### src/rtl/vec_engine_pipe.sv
// Pipelined element-wise vector ALU between the NPU command sequencer and the scratchpad SRAM.
// Issues one read pair and retires one write per cycle through a read -> compute -> write pipe.
//
// state   | meaning
// S_IDLE  | waiting for a command, cmd_ready high
// S_RUN   | issuing one read per cycle, idx = 0..length-1
// S_DRAIN | last two results retiring
// S_DONE  | one-cycle done pulse
module vec_engine_pipe #(
    parameter int DATA_W    = 8,
    parameter int ADDR_W    = 16,
    parameter int LEN_W     = 16,
    parameter int MUL_SHIFT = 7
) (
    input  logic              clk,
    input  logic              rst_n,
    input  logic              cmd_valid,
    output logic              cmd_ready,
    input  logic [2:0]        opcode,
    input  logic [LEN_W-1:0]  length,
    input  logic [ADDR_W-1:0] src0_base,
    input  logic [ADDR_W-1:0] src1_base,
    input  logic [ADDR_W-1:0] dst_base,
    input  logic [7:0]        scale,
    input  logic [4:0]        shift,
    input  logic [DATA_W-1:0] clamp_lo,
    input  logic [DATA_W-1:0] clamp_hi,
    input  logic              abort,
    output logic              sram_rd0_en,
    output logic [ADDR_W-1:0] sram_rd0_addr,
    input  logic [DATA_W-1:0] sram_rd0_data,
    output logic              sram_rd1_en,
    output logic [ADDR_W-1:0] sram_rd1_addr,
    input  logic [DATA_W-1:0] sram_rd1_data,
    output logic              sram_wr_en,
    output logic [ADDR_W-1:0] sram_wr_addr,
    output logic [DATA_W-1:0] sram_wr_data,
    output logic              busy,
    output logic              done
);

    localparam logic [2:0] OP_ADD  = 3'd0;
    localparam logic [2:0] OP_SUB  = 3'd1;
    localparam logic [2:0] OP_MUL  = 3'd2;
    localparam logic [2:0] OP_SCL  = 3'd3;
    localparam logic [2:0] OP_CLP  = 3'd4;
    localparam logic [2:0] OP_RELU = 3'd5;
    localparam logic [2:0] OP_MAX  = 3'd6;
    localparam logic [2:0] OP_MIN  = 3'd7;

    // Wide enough for scale products plus a rounding term of up to 2^30.
    localparam int XW = 2*DATA_W + 41;
    localparam logic signed [XW-1:0] X_MAX = (XW'(1) <<< (DATA_W-1)) - XW'(1);
    localparam logic signed [XW-1:0] X_MIN = -(XW'(1) <<< (DATA_W-1));
    localparam logic signed [2*DATA_W-1:0] MUL_RND = (2*DATA_W)'(1) <<< (MUL_SHIFT-1);

    typedef enum logic [1:0] {S_IDLE, S_RUN, S_DRAIN, S_DONE} state_t;

    state_t                    r_state;
    logic [2:0]                r_op;
    logic [LEN_W-1:0]          r_idx;
    logic [LEN_W-1:0]          r_rem;
    logic                      r_drain;
    logic [ADDR_W-1:0]         r_src0;
    logic [ADDR_W-1:0]         r_src1;
    logic [ADDR_W-1:0]         r_dst;
    logic [7:0]                r_scale;
    logic [4:0]                r_shift;
    logic signed [DATA_W-1:0]  r_lo;
    logic signed [DATA_W-1:0]  r_hi;

    logic                      r_p1_valid;
    logic [LEN_W-1:0]          r_p1_idx;
    logic                      r_p2_valid;
    logic [ADDR_W-1:0]         r_p2_addr;
    logic [DATA_W-1:0]         r_p2_data;

    logic                      w_kill;
    logic                      w_issue;
    logic                      w_use_b;
    logic signed [DATA_W-1:0]  w_a;
    logic signed [DATA_W-1:0]  w_b;
    logic signed [DATA_W:0]    w_add;
    logic signed [DATA_W:0]    w_sub;
    logic signed [2*DATA_W-1:0] w_mul;
    logic signed [2*DATA_W-1:0] w_mul_q;
    logic signed [XW-1:0]      w_p;
    logic signed [XW-1:0]      w_rnd;
    logic signed [XW-1:0]      w_sc;
    logic signed [DATA_W-1:0]  w_min_hi;
    logic signed [DATA_W-1:0]  w_clamp;
    logic signed [XW-1:0]      w_wide;
    logic [DATA_W-1:0]         w_res;

    assign w_kill  = abort & ((r_state == S_RUN) | (r_state == S_DRAIN));
    assign w_issue = (r_state == S_RUN) & ~w_kill;
    assign w_use_b = (r_op == OP_ADD) | (r_op == OP_SUB) | (r_op == OP_MUL) |
                     (r_op == OP_MAX) | (r_op == OP_MIN);

    assign cmd_ready     = (r_state == S_IDLE);
    assign busy          = (r_state != S_IDLE);
    assign done          = (r_state == S_DONE);
    assign sram_rd0_en   = w_issue;
    assign sram_rd1_en   = w_issue & w_use_b;
    assign sram_rd0_addr = r_src0 + ADDR_W'(r_idx);
    assign sram_rd1_addr = r_src1 + ADDR_W'(r_idx);
    assign sram_wr_en    = r_p2_valid & ~w_kill;
    assign sram_wr_addr  = r_p2_addr;
    assign sram_wr_data  = r_p2_data;

    assign w_a      = sram_rd0_data;
    assign w_b      = sram_rd1_data;
    assign w_add    = signed'({w_a[DATA_W-1], w_a}) + signed'({w_b[DATA_W-1], w_b});
    assign w_sub    = signed'({w_a[DATA_W-1], w_a}) - signed'({w_b[DATA_W-1], w_b});
    assign w_mul    = (2*DATA_W)'(w_a) * (2*DATA_W)'(w_b);
    assign w_mul_q  = (w_mul + MUL_RND) >>> MUL_SHIFT;
    assign w_p      = XW'(w_a) * XW'(signed'({1'b0, r_scale}));
    assign w_rnd    = (r_shift == 5'd0) ? '0 : (XW'(1) <<< (r_shift - 5'd1));
    assign w_sc     = (w_p + w_rnd) >>> r_shift;
    // Applying the upper bound first makes lo win whenever lo > hi.
    assign w_min_hi = (w_a > r_hi) ? r_hi : w_a;
    assign w_clamp  = (w_min_hi < r_lo) ? r_lo : w_min_hi;

    always_comb begin
        w_wide = '0;
        case (r_op)
            OP_ADD:  w_wide = XW'(w_add);
            OP_SUB:  w_wide = XW'(w_sub);
            OP_MUL:  w_wide = XW'(w_mul_q);
            OP_SCL:  w_wide = w_sc;
            OP_CLP:  w_wide = XW'(w_clamp);
            OP_RELU: w_wide = w_a[DATA_W-1] ? '0 : XW'(w_a);
            OP_MAX:  w_wide = (w_a > w_b) ? XW'(w_a) : XW'(w_b);
            OP_MIN:  w_wide = (w_a < w_b) ? XW'(w_a) : XW'(w_b);
            default: w_wide = '0;
        endcase
    end

    assign w_res = (w_wide > X_MAX) ? DATA_W'(X_MAX) :
                   (w_wide < X_MIN) ? DATA_W'(X_MIN) : w_wide[DATA_W-1:0];

    always_ff @(posedge clk or negedge rst_n) begin
        if (!rst_n) begin
            r_state <= S_IDLE;
            r_op    <= '0;
            r_idx   <= '0;
            r_rem   <= '0;
            r_drain <= 1'b0;
            r_src0  <= '0;
            r_src1  <= '0;
            r_dst   <= '0;
            r_scale <= '0;
            r_shift <= '0;
            r_lo    <= '0;
            r_hi    <= '0;
        end else begin
            case (r_state)
                S_IDLE: begin
                    if (cmd_valid) begin
                        r_op    <= opcode;
                        r_idx   <= '0;
                        r_rem   <= length;
                        r_src0  <= src0_base;
                        r_src1  <= src1_base;
                        r_dst   <= dst_base;
                        r_scale <= scale;
                        r_shift <= shift;
                        r_lo    <= clamp_lo;
                        r_hi    <= clamp_hi;
                        r_state <= (length == '0) ? S_DONE : S_RUN;
                    end
                end
                S_RUN: begin
                    if (w_kill) begin
                        r_state <= S_IDLE;
                    end else begin
                        r_idx <= r_idx + LEN_W'(1);
                        r_rem <= r_rem - LEN_W'(1);
                        if (r_rem == LEN_W'(1)) begin
                            r_drain <= 1'b1;
                            r_state <= S_DRAIN;
                        end
                    end
                end
                S_DRAIN: begin
                    if (w_kill) begin
                        r_state <= S_IDLE;
                    end else if (!r_drain) begin
                        r_state <= S_DONE;
                    end else begin
                        r_drain <= 1'b0;
                    end
                end
                S_DONE: begin
                    r_state <= S_IDLE;
                end
                default: begin
                    r_state <= S_IDLE;
                end
            endcase
        end
    end

    always_ff @(posedge clk or negedge rst_n) begin
        if (!rst_n) begin
            r_p1_valid <= 1'b0;
            r_p1_idx   <= '0;
            r_p2_valid <= 1'b0;
            r_p2_addr  <= '0;
            r_p2_data  <= '0;
        end else begin
            r_p1_valid <= w_issue;
            r_p1_idx   <= r_idx;
            r_p2_valid <= r_p1_valid & ~w_kill;
            r_p2_addr  <= r_dst + ADDR_W'(r_p1_idx);
            r_p2_data  <= w_res;
        end
    end

endmodule

### config.mk
export PLATFORM = sky130hd
export DESIGN_NAME = vec_engine_pipe
export DESIGN_NICKNAME = d
export VERILOG_FILES = /design/src/rtl/vec_engine_pipe.sv
export SDC_FILE = /design/constraint.sdc
export NUM_CORES = 1
export LEC_CHECK = 0
export ABC_AREA = 1
export CAP_MARGIN = 10
export CORE_MARGIN = 3
export CORE_UTILIZATION = 43
export CTS_BUF_LIST = sky130_fd_sc_hd__clkbuf_16
export CTS_CLUSTER_SIZE = 25
export DETAILED_ROUTE_END_ITERATION = 7
export GPL_TIMING_DRIVEN = 0
export PLACE_DENSITY = 0.7
export SYNTH_ARGS = -nofsm -noshare
export SYNTH_HDL_FRONTEND = slang
export SYNTH_SLANG_ARGS = --single-unit
export TNS_END_PERCENT = 10
### constraint.sdc
create_clock -name clk -period 12.59 [get_ports clk]
set_input_delay 1.8885 -clock clk [delete_from_list [all_inputs] [get_ports clk]]
set_output_delay 1.8885 -clock clk [all_outputs]
set_load 0.02 [all_outputs]
# Yosys cells after proc, flatten, opt, wreduce, memory -nomap -nowiden
# Index checks and enable logic that the tools add are counted.
dict set report word_totals {
  register_bits 157
  inputBits 116
  output_inout_bits 62
}
dict set report classes {
  add_sub_neg 10
  n_mul 2
  n_lt_le_gt_ge 6
  n_eq_ne 17
  shifts 2
  mux 26
  bitwise 11
  reduce_logical 11
}
# cell n
set ops {}
lappend ops {{57-bit case mux with 8 select lines} 1}
lappend ops {{57-bit 2-to-1 mux} 3}
lappend ops {{16-bit 2-to-1 mux} 4}
lappend ops {{16-bit case mux with 2 select lines} 2}
lappend ops {{17-bit by 57-bit adder with 57-bit output} 1}
lappend ops {{57-bit by 8-bit > comparator with 1-bit output, second input constant} 1}
lappend ops {{57-bit by 8-bit less-than comparator with 1-bit output, second input constant} 1}
lappend ops {{1-bit by 5-bit <<< shifter with 57-bit output, first input constant} 1}
lappend ops {{57-bit by 5-bit >>> shifter with 57-bit output} 1}
lappend ops {{16-bit adder} 3}
lappend ops {{8-bit 2-to-1 mux} 4}
lappend ops {{8-bit by 9-bit multiplier with 17-bit output} 1}
lappend ops {{16-bit by 1-bit adder with 16-bit output, second input constant} 1}
lappend ops {{16-bit by 8-bit adder with 16-bit output, second input constant} 1}
lappend ops {{16-bit by 1-bit == test with 1-bit output, second input constant} 1}
lappend ops {{8-bit > comparator} 2}
lappend ops {{16-bit logical NOT} 1}
lappend ops {{8-bit less-than comparator} 2}
lappend ops {{8-bit by 8-bit multiplier with 16-bit output} 1}
lappend ops {{16-bit by 1-bit subtractor with 16-bit output, second input constant} 1}
lappend ops {{3-bit == test, second input constant} 4}
lappend ops {{2-bit 2-to-1 mux} 6}
lappend ops {{8-bit by 8-bit adder with 9-bit output} 1}
lappend ops {{8-bit by 8-bit subtractor with 9-bit output} 1}
lappend ops {{other kinds (23)} 40}

# Longest topological paths before layout
# Gate-level depths: netlist of run 1.
dict set report logic_depth {
  ltp_word 9
  depth_mapped 53
  ltp_nobuf 50
}

# Least setup slack after synthesis of run 1
# OpenSTA, ideal clock, no wires.
dict set report synth_timing {
  path_kind {input-to-reg}
  startpoint {input sram_rd0_data[7]}
  endpoint {register r_p2_data[0] (netlist: sram_wr_data[0])}
  arrival_ns 7.552
  required_time_ns 12.471
  setup_slack_ns 4.919
  path_stages 40
  path_buffers 1
  path_cell_list {inv_1 -> clkbuf_1 -> nor2_1 -> fa_1 -> inv_1 -> fa_1 -> inv_1 -> fa_1 -> inv_1 -> fa_1 -> inv_1 -> fa_1 -> ha_1 -> nand2_1 -> nand3_1 -> nand2_1 -> nand2_1 -> nand2_1 -> [4 not listed] -> nand3_2 -> nand3_2 -> nand2_2 -> nand2_2 -> nand2_2 -> o21ai_2 -> nand2_1 -> a21oi_1 -> and2_1 -> nand2_1 -> nor2_1 -> nand2_1 -> nor2_1 -> nand2_1 -> nand2_1 -> nand2_2 -> nand2_4 -> nand2_1}
}
dict set report synth_between {
  elab_chain_cells 8
}
# item line
set synth_lines {}
lappend synth_lines {{start, declared} 31} ;# input logic [DATA_W-1:0] sram_rd0_data,
lappend synth_lines {{parallel branches: the longest is 4 deep, another holds 17-bit by 57-bit adder with 57-bit output} --}
lappend synth_lines {{57-bit case mux with 8 select lines (*)} 126} ;# case (r_op)
lappend synth_lines {{57-bit by 8-bit less-than comparator with 1-bit output} 140} ;# (w_wide < X_MIN) ? DATA_W'(X_MIN) : w_wide[DATA_W-1:0];
lappend synth_lines {{8-bit 2-to-1 mux} 140}
lappend synth_lines {{8-bit 2-to-1 mux (*)} 139} ;# assign w_res = (w_wide > X_MAX) ? DATA_W'(X_MAX) :
lappend synth_lines {{via w_res[0]} 93} ;# logic [DATA_W-1:0] w_res;
lappend synth_lines {{end signal, assigned} 216} ;# r_p2_data <= w_res;
lappend synth_lines {{end, declared} 76} ;# logic [DATA_W-1:0] r_p2_data;
# Mark *: on every way through the listed nets, which the timed path passes.
# A chain may end at the register's enable or synchronous reset.

# Final worst setup path of run 1
dict set report layout_timing {
  startpoint {input sram_rd0_data[7]}
  endpoint {register r_p2_data[4] (netlist: sram_wr_data[4])}
}
# The elaborated chain is that of the path after synthesis.

==> impl_metrics.csv, run 1 <==
group,metric,value,unit
power,internal-power,2.93,mW
worst_setup_path,critPathMostFrequentCell,"nand3_1",
timing,fin_crit,9670,ps
yosys,ys_types,56,
power,clock_power_share,0.077,
place,place_area,0.0235,mm2
floorplan,pin_count,178,
worst_hold_path,hold_end,"sram_wr_addr[0]$_DFF_PN0_",
yosys,syn_area_per_cell,6.64,um2
clock_tree,clk_path_buf_depth,2,
clock_tree,cts_buffers,17,
yosys,yosysSeqAreaShare,0.188,
global_route,track_usage,0.273,
power,p_sw_frac,0.583,
yosys,synthFlopType,"dfrtp_1",
routing,routedWlPerCell,17.4,um
routing,via_count,21300,
yosys,ys_warn_count,0,
timing,finalSetupViolCount,0,
status,status,"finished clean",
global_route,first_global_vias,20800,
cells_and_area,area_growth,15.3,%
cells_and_area,final_cell_mix,"nand2_1, inv_1, nand3_1",
yosys,synth_nets,3599,
worst_setup_path,worstRegToRegCells,44,
worst_setup_path,critical_path_class,"in -> reg",
global_route,grt_pass1_wl,110000,um
routing,routed_via_density,5.35,
worst_setup_path,crit_fanout,11,
clock_tree,cts-hold-fix-buffers,0,
clock_tree,cts_root_buffer,"clkbuf_16",
routing,drtAntennaViolNets,0,
cells_and_area,drive_above_1_share,0.0402,
yosys,ys_ff_latch,157,
clock_tree,cts_resized,0,
worst_setup_path,arrival,10060,ps
clock_tree,post_cts_buffers,0,
place,globalplace.congestion,0.984,
power,powerDensity,292,mW/mm2
global_route,antenna_found_initial,12,
timing,finalCritPeriodShare,0.768,
power,seq_power_share,0.116,
worst_setup_path,cp_slowest_cell,"clkdlybuf4s50_1",
yosys,synth_edf_count,0,
timing,finalHoldViolCount,0,
worst_hold_path,holdCritPathClass,"reg -> reg",
worst_hold_path,holdPathStages,1,
cells_and_area,fin_nets,3797,
yosys,async_flop_share,1.00,
timing,clock-skew-final,27.6,ps
worst_setup_path,crit_path_start_kind,"input port",
floorplan,row_count,80,
worst_setup_path,crit_path_end_kind,"register",
clock_tree,clock_sinks,157,
worst_setup_path,r2r_start,"r_shift[2]$_DFFE_PN0P_",
timing,fin_setup_tns,0,ps
clock_tree,htreeDepth,4,
worst_setup_path,critPathRequiredTime,12970,ps
place,port-buffer-count,177,
clock_tree,clk_pin_slew_worst_paths,70,ps
routing,drt_first_pass_iters,7,
floorplan,die_w,226,um
clock_tree,clk_latency,470,ps
power,peakVddDrop,0.197,mV
floorplan,core,0.0478,mm2
worst_setup_path,rr_endpoint,"sram_wr_data[4]$_DFF_PN0_",
power,pwr-share-comb,0.807,
cells_and_area,n_fill_cell,4919,
timing,worst_slew_pin_slew,1120,ps
power,p_leak,13.0,nW
timing,max_slew_margin,0.249,
yosys,synth_cells,3145,
place,post-dp-hpwl,57500,um
routing,drt_iter0_drc,1850,
global_route,grt_max_degree,96,
timing,max_freq,103,MHz
floorplan,fp.dieArea,0.0512,mm2
floorplan,die_y,226,um
floorplan,start_util,0.436,
flow_run,max-cap-violations,0,
cells_and_area,final_common_cell,"nand2_1",
timing,rsz0062_at_grt,"no",
worst_setup_path,crit_path_max_incr_delay,780,ps
routing,drt-total-wl,69200,um
worst_setup_path,r2r_slack,4130,ps
cells_and_area,final_area,0.0241,mm2
power,switching_power,4.09,mW
yosys,synthesis.area,0.0209,mm2
clock_tree,cts_tree,"built",
timing,slew_viol_final,0,
routing,drc,0,
worst_hold_path,min_from,"r_p1_idx[0]$_DFF_PN0_",
global_route,grt_overflow,0,
==> state kept, by name, indices dropped and copies added (netlist names) <==
| signal | flops |
|---|---|
| r_state | 2 |
| r_p1_valid | 1 |
| sram_wr_addr | 16 |
| r_src0 | 16 |
| r_drain | 1 |
| r_dst | 16 |
| r_op | 3 |
| r_scale | 8 |
| r_hi | 8 |
| sram_wr_data | 8 |
| r_shift | 5 |
| r_p2_valid | 1 |
| r_src1 | 16 |
| r_rem | 16 |
| r_lo | 8 |
| r_p1_idx | 16 |
| r_idx | 16 |
==> worst max-delay path by stage <==
stage | startpoint | to | cells after the start
after floorplan | sram_rd0_data[7] | sram_wr_data[0]$_DFF_PN0_ | 40
after CTS | sram_rd0_data[7] | sram_wr_data[4]$_DFF_PN0_ | 39
after detailed placement | sram_rd0_data[7] | sram_wr_data[4]$_DFF_PN0_ | 39
after global placement | sram_rd0_data[7] | sram_wr_data[0]$_DFF_PN0_ | 39
after global routing | sram_rd0_data[7] | sram_wr_data[6]$_DFF_PN0_ | 40
final | sram_rd0_data[7] | sram_wr_data[4]$_DFF_PN0_ | 39
==> critical path, delay by kind of cell <==
family	cells	cell delay (ps)
fa+ha+maj	6	3030
simple gates	26	3010
buf+inv	7	2090
==> cell type report <==
cell class | instances | area (um2) | area share
tap | 615 | 769 | 0.0320
inverter | 504 | 1890 | 0.0786
antenna | 5 | 12.5 | 0.000520
buffer | 113 | 467 | 0.0194
clock inverter | 15 | 163 | 0.00676
timing repair buffer | 179 | 1830 | 0.0761
clock buffer | 17 | 425 | 0.0177
sequential | 157 | 3930 | 0.163
multi-input combinational | 2371 | 14600 | 0.606
==> metrics by stage <==
| step | utilization | cells | worst slack (ps) | power [mW] | hold slack, ps |
|---|---|---|---|---|---|
| 2_1_floorplan | - | 3145 | 4920 | 4.78 | 405 |
| 3_5_place_dp | 0.491 | 3939 | 2580 | 6.36 | 452 |
| 3_3_place_gp | 0.489 | 3937 | 1950 | 6.32 | 446 |
| 6_report | 0.503 | 3976 | 2920 | 7.02 | 470 |
| 5_1_grt | 0.503 | 3972 | 2460 | 7.77 | 486 |
| 4_1_cts | 0.503 | 3971 | 3020 | 6.95 | 473 |
==> logic make-up after synthesis <==
logic type,Yosys count,synth area share
compound gates,373,0.101
xor+xnor,66,0.0277
fa+ha+maj,338,0.243
buf+inv,617,0.113
flops,157,0.188
mux,1,0.000480
other cells,2,0.000360
simple gates,1591,0.327
==> metal layers <==
layer  part of all wire  vias up  GRT usage
met5             0.0017        -          0
met4              0.037       14     0.0959
met3              0.082      180     0.0602
met2               0.45      803      0.448
met1               0.43     9863      0.357
li1                   -    10400          -
==> Yosys cell counts (4+ instances only) <==
library cell,number,area share
o22ai_1,6,0.0018
o211ai_1,20,0.0072
dfrtp_1,157,0.19
nand3_1,311,0.075
nor4_1,9,0.0027
nand2_2,26,0.0078
o21ai_0,128,0.031
clkinv_1,5,0.00090
inv_1,485,0.087
nor3_1,30,0.0072
a21oi_2,5,0.0021
xor2_1,51,0.021
buf_1,20,0.0036
nand4_1,26,0.0078
ha_1,227,0.14
o21bai_1,18,0.0065
nand3_2,13,0.0062
buf_2,16,0.0038
a21oi_1,140,0.034
o221ai_1,5,0.0021
inv_2,14,0.0025
nand3b_1,7,0.0025
xnor2_1,15,0.0063
or2_2,9,0.0027
and2_1,8,0.0024
a21o_1,4,0.0014
fa_1,111,0.11
nor3b_1,7,0.0025
clkbuf_1,74,0.013
nand2_1,932,0.17
nor2_1,197,0.035
o21ai_1,17,0.0041
a31oi_1,10,0.0030
==> power groups by stage <==
stage | logic, mW | registers (mW) | clock network, mW
3_5_place_dp | 5.54 | 0.823 | 0
2_1_floorplan | 3.94 | 0.838 | 0
3_3_place_gp | 5.50 | 0.821 | 0
6_report | 5.66 | 0.817 | 0.538
5_1_grt | 6.37 | 0.838 | 0.566
4_1_cts | 5.58 | 0.816 | 0.547
Note: power is estimated with default switching activity, not from simulation.
==> run 2: changes to the inputs <==
clock period = 9.7 ns   (was 12.59 ns; I/O delays follow)
==> run 2 against run 1 <==
Against the previous run: sequential power increased by 30%; final cell count unchanged; utilization hardly changed; power grew 30%; combinational power increased by 30%; register-to-register slack worse by 2900 ps; critical endpoint unchanged; final area about the same; clock-buffer cell count unchanged.
==> impl_metrics.csv, run 2 (synthesis results as in run 1) <==
group,metric,value,unit
routing,drt-total-wl,69200,um
clock_tree,cts_buffers,17,
timing,max_freq,111,MHz
worst_setup_path,crit_path_start_kind,"input port",
routing,drt_first_pass_iters,6,
cells_and_area,multi_input_area,0.0146,mm2
worst_setup_path,arrival,9420,ps
clock_tree,clock_sinks,157,
timing,finalSetupViolCount,0,
power,pwr-share-comb,0.807,
clock_tree,clk_latency,470,ps
worst_setup_path,crit_path_end_kind,"register",
place,post-dp-hpwl,57500,um
floorplan,start_util,0.436,
timing,worst_slew_pin_slew,1170,ps
clock_tree,cts-hold-fix-buffers,0,
timing,hold_ws,470,ps
worst_setup_path,crit_fanout,10,
floorplan,fp.dieArea,0.0512,mm2
clock_tree,cts_tree,"built",
clock_tree,clk_pin_slew_worst_paths,70,ps
routing,via_count,21300,
cells_and_area,final_cell_mix,"nand2_1, inv_1, nand3_1",
clock_tree,clk_path_buf_depth,2,
cells_and_area,drive_above_1_share,0.0405,
floorplan,die_w,226,um
cells_and_area,fin_cells,3976,
timing,slew_viol_final,0,
timing,rsz0062_at_grt,"no",
worst_hold_path,holdCritPathClass,"reg -> reg",
clock_tree,htreeDepth,4,
worst_setup_path,cp_slowest_cell,"clkbuf_1",
power,powerDensity,378,mW/mm2
clock_tree,post_cts_buffers,0,
global_route,grt_overflow,0,
worst_setup_path,worstRegToRegCells,44,
cells_and_area,final_common_cell,"nand2_1",
timing,finalCritPeriodShare,0.932,
timing,clock-skew-final,27.4,ps
cells_and_area,final-seq-area,0.00393,mm2
timing,max_slew_margin,0.212,
routing,drt_iter0_drc,1829,
status,status,"finished clean",
power,p_total,9.11,mW
place,globalplace.congestion,0.984,
global_route,grt_max_degree,96,
cells_and_area,finish.utilization,0.503,
timing,fin_crit,9040,ps
power,clock_power_share,0.077,
cells_and_area,area_growth,15.3,%
global_route,track_usage,0.273,
global_route,grt_pass1_wl,110000,um
power,internal-power,3.80,mW
power,p_sw_frac,0.583,
worst_hold_path,holdPathStages,1,
worst_setup_path,crit_path_max_incr_delay,700,ps
cells_and_area,final_area,0.0241,mm2
place,place_area,0.0235,mm2
timing,finalHoldViolCount,0,
floorplan,die_y,226,um
power,peakVddDrop,0.256,mV
cells_and_area,n_fill_cell,4919,
flow_run,max-cap-violations,0,
place,placed_cells,3939,
place,port-buffer-count,177,
cells_and_area,fin_nets,3797,
worst_setup_path,critical_path_class,"in -> reg",
global_route,antenna_found_initial,12,
clock_tree,cts_root_buffer,"clkbuf_16",
power,p_leak,13.0,nW
clock_tree,cts_resized,0,
global_route,first_global_vias,20800,
power,seq_power_share,0.116,
floorplan,pin_count,178,
routing,drtAntennaViolNets,0,
floorplan,row_count,80,
routing,routed_via_density,5.36,
floorplan,core,0.0478,mm2
routing,routedWlPerCell,17.4,um
worst_setup_path,critPathRequiredTime,10090,ps
routing,drc,0,
power,switching_power,5.31,mW
-- run 2: layout make-up --
| cell class | instances | share of cell area |
|---|---|---|
| clock inverters | 15 | 0.00676 |
| diodes | 5 | 0.000520 |
| well taps | 615 | 0.0320 |
| repair buffers | 179 | 0.0761 |
| multi-input cells | 2371 | 0.606 |
| inverters | 504 | 0.0786 |
| flip-flops and latches | 157 | 0.163 |
| plain buffers | 113 | 0.0194 |
| clock buffers | 17 | 0.0177 |
-- run 2: critical path: cells and delay by family --
kind	cells	cell delay (ps)
adder cells (fa/ha/maj)	6	2560
buffers and inverters	8	2380
AND/OR/NAND/NOR	26	2990
-- run 2: final timing paths --
path / endpoint / slack, ps / startpoint
hold reg to reg: sram_wr_addr[0]$_DFF_PN0_ / 470 / r_p1_idx[0]$_DFF_PN0_
hold / removal: sram_wr_addr[0]$_DFF_PN0_ / 470 / r_p1_idx[0]$_DFF_PN0_
setup / recovery: sram_wr_data[4]$_DFF_PN0_ / 660 / sram_rd0_data[3]
max in group asynchronous: sram_wr_data[7]$_DFF_PN0_ / 7930 / rst_n
min in group asynchronous: r_src1[13]$_DFFE_PN0P_ / 910 / rst_n
setup reg to reg: sram_wr_data[4]$_DFF_PN0_ / 1250 / r_shift[2]$_DFFE_PN0P_
-- run 2: per-layer routing --
layer / up-vias / global-route usage / part of all wire
met3: 169 / 0.0602 / 0.080
met2: 819 / 0.448 / 0.45
met5: - / 0 / 0.0017
li1: 10400 / - / -
met1: 9877 / 0.357 / 0.43
met4: 14 / 0.0959 / 0.036
-- run 2: power groups by stage --
stage | logic [mW] | clock network, mW | registers, mW
after floorplan | 5.11 | 0 | 1.09
after global placement | 7.14 | 0 | 1.07
after detailed placement | 7.19 | 0 | 1.07
after CTS | 7.25 | 0.710 | 1.06
after global routing | 8.27 | 0.734 | 1.09
final | 7.35 | 0.699 | 1.06
-- run 2: metrics by stage --
step	TNS (ps)	setup WS [ps]
floorplan	0	2460
finish	0	663
CTS	0	566
global route	0	191
global placement	-3550	-511
detailed placement	0	128
==> run 3: changes to the inputs <==
SKIP_CTS_REPAIR_TIMING = 1   (was unset)
==> results of run 3 <==
No change in the layout: final DEF, timing and power equal those of run 2.
